File: config.mk
export PLATFORM = sky130hd
export DESIGN_NAME = fp9_addsub_sequencer
export DESIGN_NICKNAME = d
export VERILOG_FILES = /design/src/rtl/fp9_pkg.sv /design/src/rtl/fp_operand_swap.sv /design/src/rtl/fp9_addsub_sequencer.sv
export SDC_FILE = /design/constraint.sdc
export NUM_CORES = 1
export LEC_CHECK = 0
export BUFFER_PORTS_ARGS = -buffer_cell sky130_fd_sc_hd__buf_4
export CORE_ASPECT_RATIO = 1.75
export CORE_MARGIN = 4
export CORE_UTILIZATION = 25
export CTS_CLUSTER_SIZE = 28
export DETAILED_ROUTE_END_ITERATION = 12
export PLACE_DENSITY_LB_ADDON = 0.08
export SYNTH_ARGS = -nofsm -noshare
export SYNTH_HDL_FRONTEND = slang
export SYNTH_SLANG_ARGS = --single-unit
File: constraint.sdc
create_clock -name clk -period 3.35 [get_ports clk]
set_input_delay 0 -clock clk [delete_from_list [all_inputs] [get_ports clk]]
set_output_delay 0 -clock clk [all_outputs]
set_load 0.02 [all_outputs]
File: src/rtl/fp9_pkg.sv
// Shared types and constants for the 9-bit minifloat {sign, exp[3:0], fract[3:0]}, bias 7.
package fp9_pkg;

  typedef struct packed {
    logic       sign;
    logic [3:0] exp;
    logic [3:0] fract;
  } fp9_t;

  localparam int EXP_BIAS = 7;
  localparam int EXP_INF  = 15;

  typedef enum logic [2:0] {
    IDLE,
    ALIGN,
    ADD,
    NORM,
    DONE
  } seq_state_t;

endpackage

File: src/rtl/fp_operand_swap.sv
// Orders an operand pair by magnitude and derives result sign, effective operation and alignment distance.
module fp_operand_swap #(
  parameter int EXP_W     = 4,
  parameter int FRAC_W    = 4,
  parameter int MAX_ALIGN = 5,
  parameter int CNT_W     = 3
) (
  input  logic [EXP_W+FRAC_W:0] a,
  input  logic [EXP_W+FRAC_W:0] b,
  input  logic                  op_sub,
  output logic [EXP_W-1:0]      exp_big,
  output logic [FRAC_W+1:0]     sig_big,
  output logic [FRAC_W+1:0]     sig_small,
  output logic                  sign_res,
  output logic                  eff_sub,
  output logic [CNT_W-1:0]      n_align,
  output logic                  inf_in
);

  logic              sign_a, sign_b;
  logic [EXP_W-1:0]  exp_a, exp_b, exp_small, diff;
  logic [FRAC_W-1:0] frac_a, frac_b;
  logic [FRAC_W+1:0] sig_a, sig_b;
  logic              a_big;

  assign sign_a = a[EXP_W+FRAC_W];
  assign sign_b = b[EXP_W+FRAC_W] ^ op_sub;
  assign exp_a  = a[EXP_W+FRAC_W-1:FRAC_W];
  assign exp_b  = b[EXP_W+FRAC_W-1:FRAC_W];
  assign frac_a = a[FRAC_W-1:0];
  assign frac_b = b[FRAC_W-1:0];

  // A zero exponent means a true zero: the stored fraction is ignored entirely.
  assign sig_a = (exp_a == '0) ? '0 : {2'b01, frac_a};
  assign sig_b = (exp_b == '0) ? '0 : {2'b01, frac_b};

  assign a_big = (exp_a > exp_b) || ((exp_a == exp_b) && (frac_a >= frac_b));

  assign exp_big   = a_big ? exp_a : exp_b;
  assign exp_small = a_big ? exp_b : exp_a;
  assign sig_big   = a_big ? sig_a : sig_b;
  assign sig_small = a_big ? sig_b : sig_a;
  assign sign_res  = a_big ? sign_a : sign_b;
  assign eff_sub   = sign_a ^ sign_b;
  assign inf_in    = (&exp_a) || (&exp_b);

  assign diff    = exp_big - exp_small;
  assign n_align = (diff > EXP_W'(MAX_ALIGN)) ? CNT_W'(MAX_ALIGN) : CNT_W'(diff);

endmodule

File: src/rtl/fp9_addsub_sequencer.sv
// Multi-cycle minifloat add/subtract: order, align 1 bit/cycle, add, normalise iteratively, pack.
module fp9_addsub_sequencer
  import fp9_pkg::*;
#(
  parameter int EXP_W     = 4,
  parameter int FRAC_W    = 4,
  parameter int MAX_ALIGN = 5
) (
  input  logic                  clk,
  input  logic                  rst,
  input  logic                  in_valid,
  output logic                  in_ready,
  input  logic                  op_sub,
  input  logic [EXP_W+FRAC_W:0] a,
  input  logic [EXP_W+FRAC_W:0] b,
  output logic                  out_valid,
  input  logic                  out_ready,
  output logic [EXP_W+FRAC_W:0] result,
  output logic                  ovf,
  output logic                  unf,
  output logic                  busy
);

  localparam int W  = EXP_W + FRAC_W + 1;
  localparam int SW = FRAC_W + 2;
  localparam int XW = EXP_W + 2;  // two's-complement headroom for exp+1 and exp going below 1
  localparam int CW = $clog2(MAX_ALIGN + 1);

  seq_state_t     state, state_n;
  logic [CW-1:0]  cnt;
  logic [SW-1:0]  sig_q, small_q, norm_sig;
  logic [XW-1:0]  exp_q, norm_exp;
  logic           sign_q, eff_sub_q, inf_q, norm_done;
  logic [W-1:0]   result_q, pack_result;
  logic           ovf_q, unf_q, pack_ovf, pack_unf;

  logic [EXP_W-1:0] sw_exp_big;
  logic [SW-1:0]    sw_sig_big, sw_sig_small;
  logic             sw_sign, sw_eff_sub, sw_inf;
  logic [CW-1:0]    sw_n_align;

  fp_operand_swap #(
    .EXP_W(EXP_W), .FRAC_W(FRAC_W), .MAX_ALIGN(MAX_ALIGN), .CNT_W(CW)
  ) u_swap (
    .a(a), .b(b), .op_sub(op_sub),
    .exp_big(sw_exp_big), .sig_big(sw_sig_big), .sig_small(sw_sig_small),
    .sign_res(sw_sign), .eff_sub(sw_eff_sub), .n_align(sw_n_align), .inf_in(sw_inf)
  );

  always_ff @(posedge clk or posedge rst) begin
    if (rst) state <= IDLE;
    else     state <= state_n;
  end

  // NOTE: every signal assigned in always_comb gets a default first, so no path can infer a latch.
  always_comb begin
    state_n   = state;
    norm_sig  = sig_q;
    norm_exp  = exp_q;
    norm_done = 1'b0;
    if (sig_q == '0) begin
      norm_done = 1'b1;
    end else if (sig_q[SW-1]) begin
      norm_sig  = sig_q >> 1;
      norm_exp  = exp_q + XW'(1);
      norm_done = 1'b1;
    end else if (sig_q[SW-2]) begin
      norm_done = 1'b1;
    end else begin
      norm_sig = sig_q << 1;
      norm_exp = exp_q - XW'(1);
    end

    unique case (state)
      IDLE:    if (in_valid) state_n = (sw_n_align != '0) ? ALIGN : ADD;
      ALIGN:   if (cnt == CW'(1)) state_n = ADD;
      ADD:     state_n = NORM;
      NORM:    if (norm_done) state_n = DONE;
      DONE:    if (out_ready) state_n = IDLE;
      default: state_n = IDLE;
    endcase
  end

  // Exception resolution on the values that will be held in DONE; overflow outranks cancellation.
  always_comb begin
    pack_result = {sign_q, norm_exp[EXP_W-1:0], norm_sig[FRAC_W-1:0]};
    pack_ovf    = 1'b0;
    pack_unf    = 1'b0;
    if (inf_q || (!norm_exp[XW-1] && (norm_exp >= XW'(EXP_INF)))) begin
      pack_result = {sign_q, {EXP_W{1'b1}}, {FRAC_W{1'b0}}};
      pack_ovf    = 1'b1;
    end else if (norm_sig == '0) begin
      pack_result = '0;
    end else if (norm_exp[XW-1] || (norm_exp == '0)) begin
      pack_result = '0;
      pack_unf    = 1'b1;
    end
  end

  // NOTE: sequential state uses non-blocking assignments so every register samples pre-edge values.
  always_ff @(posedge clk or posedge rst) begin
    if (rst) begin
      cnt       <= '0;
      sig_q     <= '0;
      small_q   <= '0;
      exp_q     <= '0;
      sign_q    <= 1'b0;
      eff_sub_q <= 1'b0;
      inf_q     <= 1'b0;
      result_q  <= '0;
      ovf_q     <= 1'b0;
      unf_q     <= 1'b0;
    end else begin
      unique case (state)
        IDLE: if (in_valid) begin
          sig_q     <= sw_sig_big;
          small_q   <= sw_sig_small;
          exp_q     <= XW'(sw_exp_big);
          sign_q    <= sw_sign;
          eff_sub_q <= sw_eff_sub;
          inf_q     <= sw_inf;
          cnt       <= sw_n_align;
        end
        ALIGN: begin
          small_q <= small_q >> 1;
          cnt     <= cnt - CW'(1);
        end
        ADD: sig_q <= eff_sub_q ? (sig_q - small_q) : (sig_q + small_q);
        NORM: begin
          sig_q <= norm_sig;
          exp_q <= norm_exp;
          if (norm_done) begin
            result_q <= pack_result;
            ovf_q    <= pack_ovf;
            unf_q    <= pack_unf;
          end
        end
        default: ;
      endcase
    end
  end

  assign in_ready  = (state == IDLE);
  assign out_valid = (state == DONE);
  assign busy      = (state != IDLE);
  assign result    = result_q;
  assign ovf       = ovf_q;
  assign unf       = unf_q;

endmodule

# Yosys cells after proc, flatten, opt, wreduce, memory -nomap -nowiden
# Index checks and enable logic that the tools add are counted.
# W data, S select, Z words.
# classes
add_sub_neg,6
order_cmp,4
eq_ne,10
mux,39
bitwise_logic,2
n_reduce_logical,26
# op_table
op,n
$mux W6,10
$mux W9,3
$pmux W6 S2,2
$mux W5,4
$logic_not A6 Y1,3
$mux W3,6
$pmux W6 S3,1
$pmux W3 S5,1
$reduce_and A4 Y1,3
$reduce_and A2 Y1,5
$reduce_bool A3 Y1,3
$logic_not A4 Y1,2
$mux W1,8
$mux W4,2
$add A6 B1 Y6 const B,1
$add A6 B6 Y6,1
$eq A3 B1 Y1 const B,2
$eq A3 B2 Y1 const B,2
$ge A6 B4 Y1 const B,1
$ne A2 B2 Y1 const B,3
$pmux W3 S2,1
$sub A6 B1 Y6 const B,1
$sub A6 B6 Y6,1
$eq A4 B4 Y1,1
other kinds (14),20
# totals
register_bits,38
inputBits,23
word_cells,98

# Depth between registers and ports, before layout
# Gate-level depths: netlist of run 1.
# logic_depth
word_depth,11
ltp_mapped,12
depth_no_buf,12

# Modules after synthesis
# From an unflattened synthesis of run 1, not the netlist that was laid out.
# hier_totals
hier_cells,451
area_unflattened_um2,3467.1
# by_module_without_submodules
module,n_inst,cells_each,area_per_inst_um2,seq_area_each_um2
fp9_addsub_sequencer,1,321,2678.8,950.9
fp_operand_swap,1,130,788.3,0.0

# Least setup slack after synthesis of run 1
# OpenSTA, ideal clock, no wires.
# synth_path
kind,input to register
startpoint,input port b[6]
endpoint,register cnt[0]
setup_ns,0.124
arrival_time_ns,2.212
required_time_ns,3.226
setup_slack_ns,1.014
stages,12
path_cell_list,inv_1 -> ha_1 -> and2_1 -> nand3_2 -> a2111oi_4 -> o21ai_1 -> a2bb2oi_1 -> ha_1 -> nor3_1 -> xor2_1 -> o21ai_0 -> o31a_1
# synth_between
elab_chain_len,9
elab_cells_between_ends,11
classes_between,1 x add/sub; 2 x order compare; 1 x eq/ne; 5 x mux; 2 x reduce/logical
# synth_lines
item,line,source
from (decl),fp9_addsub_sequencer.sv:15,"input logic [EXP_W+FRAC_W:0] b,"
branches (longest 4 deep; another with $gt A4 B4 Y1),n/a,
$sub A4 B4 Y4 (*),fp_operand_swap.sv:47,assign diff = exp_big - exp_small;
$gt A4 B3 Y1,fp_operand_swap.sv:48,assign n_align = (diff > EXP_W'(MAX_ALIGN)) ? CNT_W'(MAX_ALIGN) : CNT_W'(diff);
$mux W3 (*),fp_operand_swap.sv:48,
$mux W3 (*),fp9_addsub_sequencer.sv:115,IDLE: if (in_valid) begin
$pmux W3 S2 (*),fp9_addsub_sequencer.sv:114,unique case (state)
to (signal assigned),fp9_addsub_sequencer.sv:122,cnt <= sw_n_align;
to (signal assigned),fp9_addsub_sequencer.sv:126,cnt <= cnt - CW'(1);
to (decl),fp9_addsub_sequencer.sv:30,logic [CW-1:0] cnt;
# Mark *: on every way between the ends. The select of a mux whose other input is x is not followed.
# A chain may end at the register's enable or synchronous reset.

# Worst setup path in the final report of run 1
# layout_path
startpoint,register sig_q[5]
endpoint,register result_q[6] (netlist: result[6])
# layout_between
elab_chain_len,7
elab_cells_between_ends,18
classes_between,1 x order compare; 9 x mux; 8 x reduce/logical
# layout_lines
item,line,source
from (decl),fp9_addsub_sequencer.sv:31,"logic [SW-1:0] sig_q, small_q, norm_sig;"
from (signal assigned),fp9_addsub_sequencer.sv:116,sig_q <= sw_sig_big;
from (signal assigned),fp9_addsub_sequencer.sv:128,ADD: sig_q <= eff_sub_q ? (sig_q - small_q) : (sig_q + small_q);
from (signal assigned),fp9_addsub_sequencer.sv:130,sig_q <= norm_sig;
branches (longest 7 deep; another with $ge A6 B4 Y1),n/a,
to (signal assigned),fp9_addsub_sequencer.sv:133,result_q <= pack_result;
to (decl),fp9_addsub_sequencer.sv:34,"logic [W-1:0] result_q, pack_result;"
# Parallel ways; which one is timed is not known.

==> results of run 1 <==
==> worst max path at each step <==
stage	slack [ns]	start	endpoint	depth (start not counted)
after detailed placement	-0.02	b[6]	cnt[0]	13
after global placement	0.08	b[6]	cnt[0]	13
final	0.63	sig_q[5]	result[6]	8
after global routing	0.30	sig_q[5]	result[6]	8
after floorplan	1.01	b[6]	cnt[0]	12
after CTS	0.28	b[6]	cnt[0]	13
==> kinds of logic after synthesis <==
| group | after synthesis | synth area share |
|---|---|---|
| AOI/OAI and AO/OA | 109 | 0.250 |
| xor gates and xnor gates | 18 | 0.0541 |
| adders and majority gates | 20 | 0.0884 |
| buffers and inverters | 43 | 0.0566 |
| DFF | 37 | 0.317 |
| muxes | 13 | 0.0450 |
| and+or+nand+nor | 112 | 0.188 |
==> worst max-delay path: stages, from the launching register on <==
cell and delay, ns:
dfrtp_1 0.58, nor3_1 0.30, and2_1 0.38, nor2_1 0.11, xnor2_1 0.33, o31ai_1 0.21
nor3_4 0.35, o21ai_0 0.18, o211a_1 0.14
==> area by class of cell <==
| type | instances | area [µm²] | area share |
|---|---|---|---|
| inverters | 25 | 93.8 | 0.0269 |
| flip-flops and latches | 37 | 926 | 0.265 |
| multi-input cells | 272 | 1830 | 0.524 |
| clock buffers | 7 | 153 | 0.0437 |
| repair buffers | 42 | 318 | 0.0909 |
| well taps | 135 | 169 | 0.0483 |
| clock inverters | 1 | 5.00 | 0.00143 |
==> routing by layer <==
| layer | global-route usage | wire length [µm] |
|---|---|---|
| met2 | 0.262 | 5000 |
| met1 | 0.153 | 3370 |
| met4 | 0.0402 | 123 |
| met5 | 0 | 0 |
| met3 | 0.0152 | 238 |
==> where the power goes <==
part	leakage (nW)	switching [mW]	internal, mW
clock network	0.0799	0.186	0.315
logic	1.04	1.21	0.916
registers	0.454	0.267	0.654
total	1.57	1.67	1.88
==> registers in the layout, summed over array words and instances (netlist names) <==
register / flops
cnt: 3
eff_sub_q: 1
exp_q: 6
inf_q: 1
ovf: 1
result: 9
sig_q: 6
sign_q: 1
small_q: 5
state: 3
unf: 1
==> cells in the final DEF (no fill, tap or decap), types with 7 or more instances in the layout <==
cell type / instances
a21oi_1: 23
a31oi_1: 7
buf_4: 41
dfrtp_1: 37
ha_1: 19
inv_1: 25
mux2i_1: 12
nand2_1: 31
nand3_1: 11
nor2_1: 28
nor2b_1: 7
nor3_1: 8
o211ai_1: 11
o21ai_0: 28
xnor2_1: 13
==> what timing repair did <==
item,CTS,global route
resized for setup,0,1
endpoints found under the hold margin,1,0
hold buffers,1,0
setup endpoints to repair,0,2
==> metrics, run 1 <==
GRT overflow 0; global-route wire length before repair 14,000 µm; drt total wl 8740 µm; Gate Count Post-Synth 352; crit path kind flip-flop to flip-flop; EDFF count, synth 0; most frequent cell after synthesis dfrtp_1; period utilization 0.811; Peak VDD IR 0.220 mV; initial core utilization 0.253; Cell Rows 52; reg2reg path depth 8; pre-CTS setup slack -0.0156 ns; LEAKAGE 1.57 nW; total I/O pin count 37; final instance area 0.00349 mm²; Post-DP HPWL 7070 µm; RR Startpoint sig_q[5]; Die X 89.6 µm; initial antenna violation count 0; clk_skew 0.00199 ns; warnings from Yosys 0; share of cells above drive strength 1 0.141; pwr dens 1020 mW/mm²; GPL Wtd Cong 0.870; maximum number of pins on one net before global-route repair 27; Slew headroom 0.251; Synth async-reset ratio 1.00; CP Launch Type flip-flop; Max Freq 368 MHz; drt drc 0; CTS clk-pin slew, worst paths 0.06 ns; H-tree depth 2; vias in the first global route 2,650; #FFs+latches synth 37; # nets final 426; CTS tree built; largest area contributor in the netlist dfrtp_1; clock sink count 37; post-synthesis sequential area ratio 0.317; First DRT Iteration DRCs 61; crit path capture type flip-flop; fill count 1,246; Final Hold Fails 0; hold_ws 0.0122 ns; final setup violating endpoints 0; die height 151 µm; Cell variety after synth 47; Synth top area share 0.317; Post-synth top cells dfrtp_1 (37), nand2_1 (31), nor2_1 (28), o21ai_0 (28), inv_1 (25); Min Clock Period, post-route 2.72 ns; Max Slew Vio Count 0; Non-Filler Instances 519; max_cap viols 0; worst-path fanout max 17; Pwr Total 3.55 mW; Top FF cell, synth dfrtp_1; RSZ-0062 raised after global routing no; status complete, no violations; Root Driver clkbuf_16; Num CTS Buffers 5; Syn Area/Cell 8.29 µm²; Tightest Pin Transition 1.12 ns; crit path DAT 2.89 ns; PortBufs 36; setup ws final 0.633 ns; via count 2,637; largest cells by area after synthesis dfrtp_1 (32%), ha_1 (8.2%), o21ai_0 (4.8%); Vias/cell 5.08; Post-DRT Antenna Nets 0; area grow syn2layout 19.8%; final core utilization 0.303; first-pass iteration count of the detailed router 5; setup TNS 0 ns; Worst-Skew Late Latency 0.28 ns; worst path required time 3.52 ns; reg-to-reg critical path endpoint result[6]; syn_nets 395; Hold Crit Class primary input to asynchronous set/reset pin; r2r setup slk 0.63 ns; all-layer global routing usage 0.137; post-CTS setup buffers 0; Synth Cell Area 0.00292 mm²; Core ar. 0.0115 mm²; n_diodes 0; wire per inst 16.8 µm; die area 0.0135 mm²; placed insts 510; dpl cell area 0.00332 mm²; clock tree buffer depth 2
Power figures use the tool's default switching activity.
==> run 2: changes to the inputs <==
==> constraint.sdc (replaced) <==
create_clock -name clk -period 2.6 [get_ports clk]
set_input_delay 0 -clock clk [delete_from_list [all_inputs] [get_ports clk]]
set_output_delay 0 -clock clk [all_outputs]
set_load 0.02 [all_outputs]
==> metrics, run 2 (same netlist as run 1, synthesis figures left out) <==
status complete, no violations (unchanged); share of cells above drive strength 1 0.227 (was 0.141); global-route wire length before repair 14,700 µm (was 14,000 µm); worst-path fanout max 3 (was 17); Final Hold Fails 0 (unchanged); all-layer global routing usage 0.143 (was 0.137); area of the multi-input gates 0.00186 mm² (was 0.00183 mm²); most frequent cells in the layout buf_4 (78), dfrtp_1 (37), nand2_1 (31), o21ai_0 (28), nor2_1 (27) (was buf_4 (41), dfrtp_1 (37), nand2_1 (31), nor2_1 (28), o21ai_0 (28)); initial core utilization 0.253 (unchanged); GPL Wtd Cong 0.822 (was 0.870); worst path required time 2.79 ns (was 3.52 ns); period utilization 0.937 (was 0.811); pwr dens 1310 mW/mm² (was 1020 mW/mm²); die area 0.0135 mm² (unchanged); Min Clock Period, post-route 2.44 ns (was 2.72 ns); LEAKAGE 1.76 nW (was 1.57 nW); crit path capture type flip-flop (unchanged); critical path's largest stage delay 0.36 ns (was 0.58 ns); Post-DRT Antenna Nets 0 (unchanged); Slew headroom 0.517 (was 0.251); Die X 89.6 µm (unchanged); Worst-Skew Late Latency 0.29 ns (was 0.28 ns); Post-DP HPWL 7430 µm (was 7070 µm); CTS clk-pin slew, worst paths 0.07 ns (was 0.06 ns); final core utilization 0.332 (was 0.303); Hold Crit Class primary input to flip-flop (was primary input to asynchronous set/reset pin); total I/O pin count 37 (unchanged); clock sink count 37 (unchanged); RSZ-0062 raised after global routing no (unchanged); CP Launch Type flip-flop (unchanged); drt drc 0 (unchanged); n_diodes 0 (unchanged); Core ar. 0.0115 mm² (unchanged); Pwr Total 5.00 mW (was 3.55 mW); final setup violating endpoints 0 (unchanged); register area 926 µm² (unchanged); CTS tree built (unchanged); Root Driver clkbuf_16 (unchanged); H-tree depth 2 (unchanged); vias in the first global route 2,924 (was 2,650); Vias/cell 4.95 (was 5.08); fill count 1,198 (was 1,246); drt total wl 9140 µm (was 8740 µm); PortBufs 36 (unchanged); max_cap viols 0 (unchanged); die height 151 µm (unchanged); Largest register FFs 9 (unchanged); commonest non-fill, non-tap cell in the layout buf_4 (unchanged); # nets final 465 (was 426); GRT overflow 0 (unchanged); first-pass iteration count of the detailed router 4 (was 5); crit path DAT 2.62 ns (was 2.89 ns); Num CTS Buffers 5 (unchanged); initial antenna violation count 0 (unchanged); area grow syn2layout 31.1% (was 19.8%); critical path's top delay family compound AO/OA/AOI/OAI gates (was simple AND/OR/NAND/NOR gates); Max Freq 411 MHz (was 368 MHz); clk_skew 0.0105 ns (was 0.00199 ns); First DRT Iteration DRCs 88 (was 61); Cell Rows 52 (unchanged); maximum number of pins on one net before global-route repair 21 (was 27); worst-path cell with the longest stage delay dfrtp_1 (unchanged); worst path bufs/invs 2 (was 0); via count 2,762 (was 2,637); Peak VDD IR 0.409 mV (was 0.220 mV); crit path kind flip-flop to flip-flop (unchanged); clock tree buffer depth 2 (unchanged); wire per inst 16.4 µm (was 16.8 µm); crit-path cells inv_1 > ha_1 > mux2_2 > inv_1 > ha_1 > nor2b_1 > o21ai_0 > nand2b_1 > a21o_1 > a21oi_1 > xnor2_1 > a32o_1 (was nor3_1 > and2_1 > nor2_1 > xnor2_1 > o31ai_1 > nor3_4 > o21ai_0 > o211a_1); Tightest Pin Transition 0.722 ns (was 1.12 ns); Max Slew Vio Count 0 (unchanged)
[run 2: tightest hold or removal path: cells and delay by family]
kind | cells | cell delay, ns
compound gates | 2 | 0.18
buf+inv | 1 | 0.09
[run 2: final cells by class]
class,instances,share of cell area
multi-input cells,273,0.486
flip-flops and latches,37,0.242
repair buffers,80,0.158
well taps,135,0.0442
clock buffers,5,0.0327
inverters,25,0.0245
clock inverters,3,0.0121
[run 2: timing repair]
| action | 4_1_cts | 5_1_grt |
|---|---|---|
| buffers inserted | 0 | 4 |
| setup endpoints to repair | 0 | 8 |
| endpoints found under the hold margin | 8 | 0 |
| gates resized for setup | 0 | 5 |
| hold buffers | 2 | 0 |
[run 2: metal layers]
metal / GRT usage / wire length [µm]
met2: 0.283 / 5330
met3: 0.0163 / 213
met4: 0.0514 / 197
met5: 0 / 0
met1: 0.147 / 3400
[run 2: final timing paths]
| path | startpoint | endpoint | slack (ns) | depth (start not counted) |
|---|---|---|---|---|
| worst max-delay path | small_q[0] | sig_q[5] | 0.16 | 12 |
| worst min-delay path | b[3] | small_q[3] | 0.02 | 3 |
| worst max register to register | small_q[0] | sig_q[5] | 0.16 | 12 |
| worst min register to register | unf | unf | 0.48 | 2 |
| max in group asynchronous | rst | eff_sub_q | 1.75 | 4 |
| min in group asynchronous | rst | sig_q[1] | 0.26 | 3 |
[run 2: report_power, final]
part	internal (mW)	total, mW	switching (mW)
Combinational	1.43	3.19	1.77
Clock	0.454	0.720	0.266
Sequential	0.843	1.09	0.247
[run 2: metrics by stage]
step / area [µm²] / instances / TNS [ns] / hold WS [ns] / setup slack (ns)
4_1_cts: 3760 / 553 / 0 / 0.0238 / 0.0900
6_report: 3820 / 558 / 0 / 0.0239 / 0.165
3_5_place_dp: 3570 / 543 / -0.0846 / 0.0203 / -0.0679
2_1_floorplan: 2920 / 352 / 0 / 0.155 / 0.264
3_3_place_gp: 3570 / 543 / -0.00879 / 0.0204 / -0.00879
5_1_grt: 3820 / 558 / 0 / 0.0654 / 0.00445
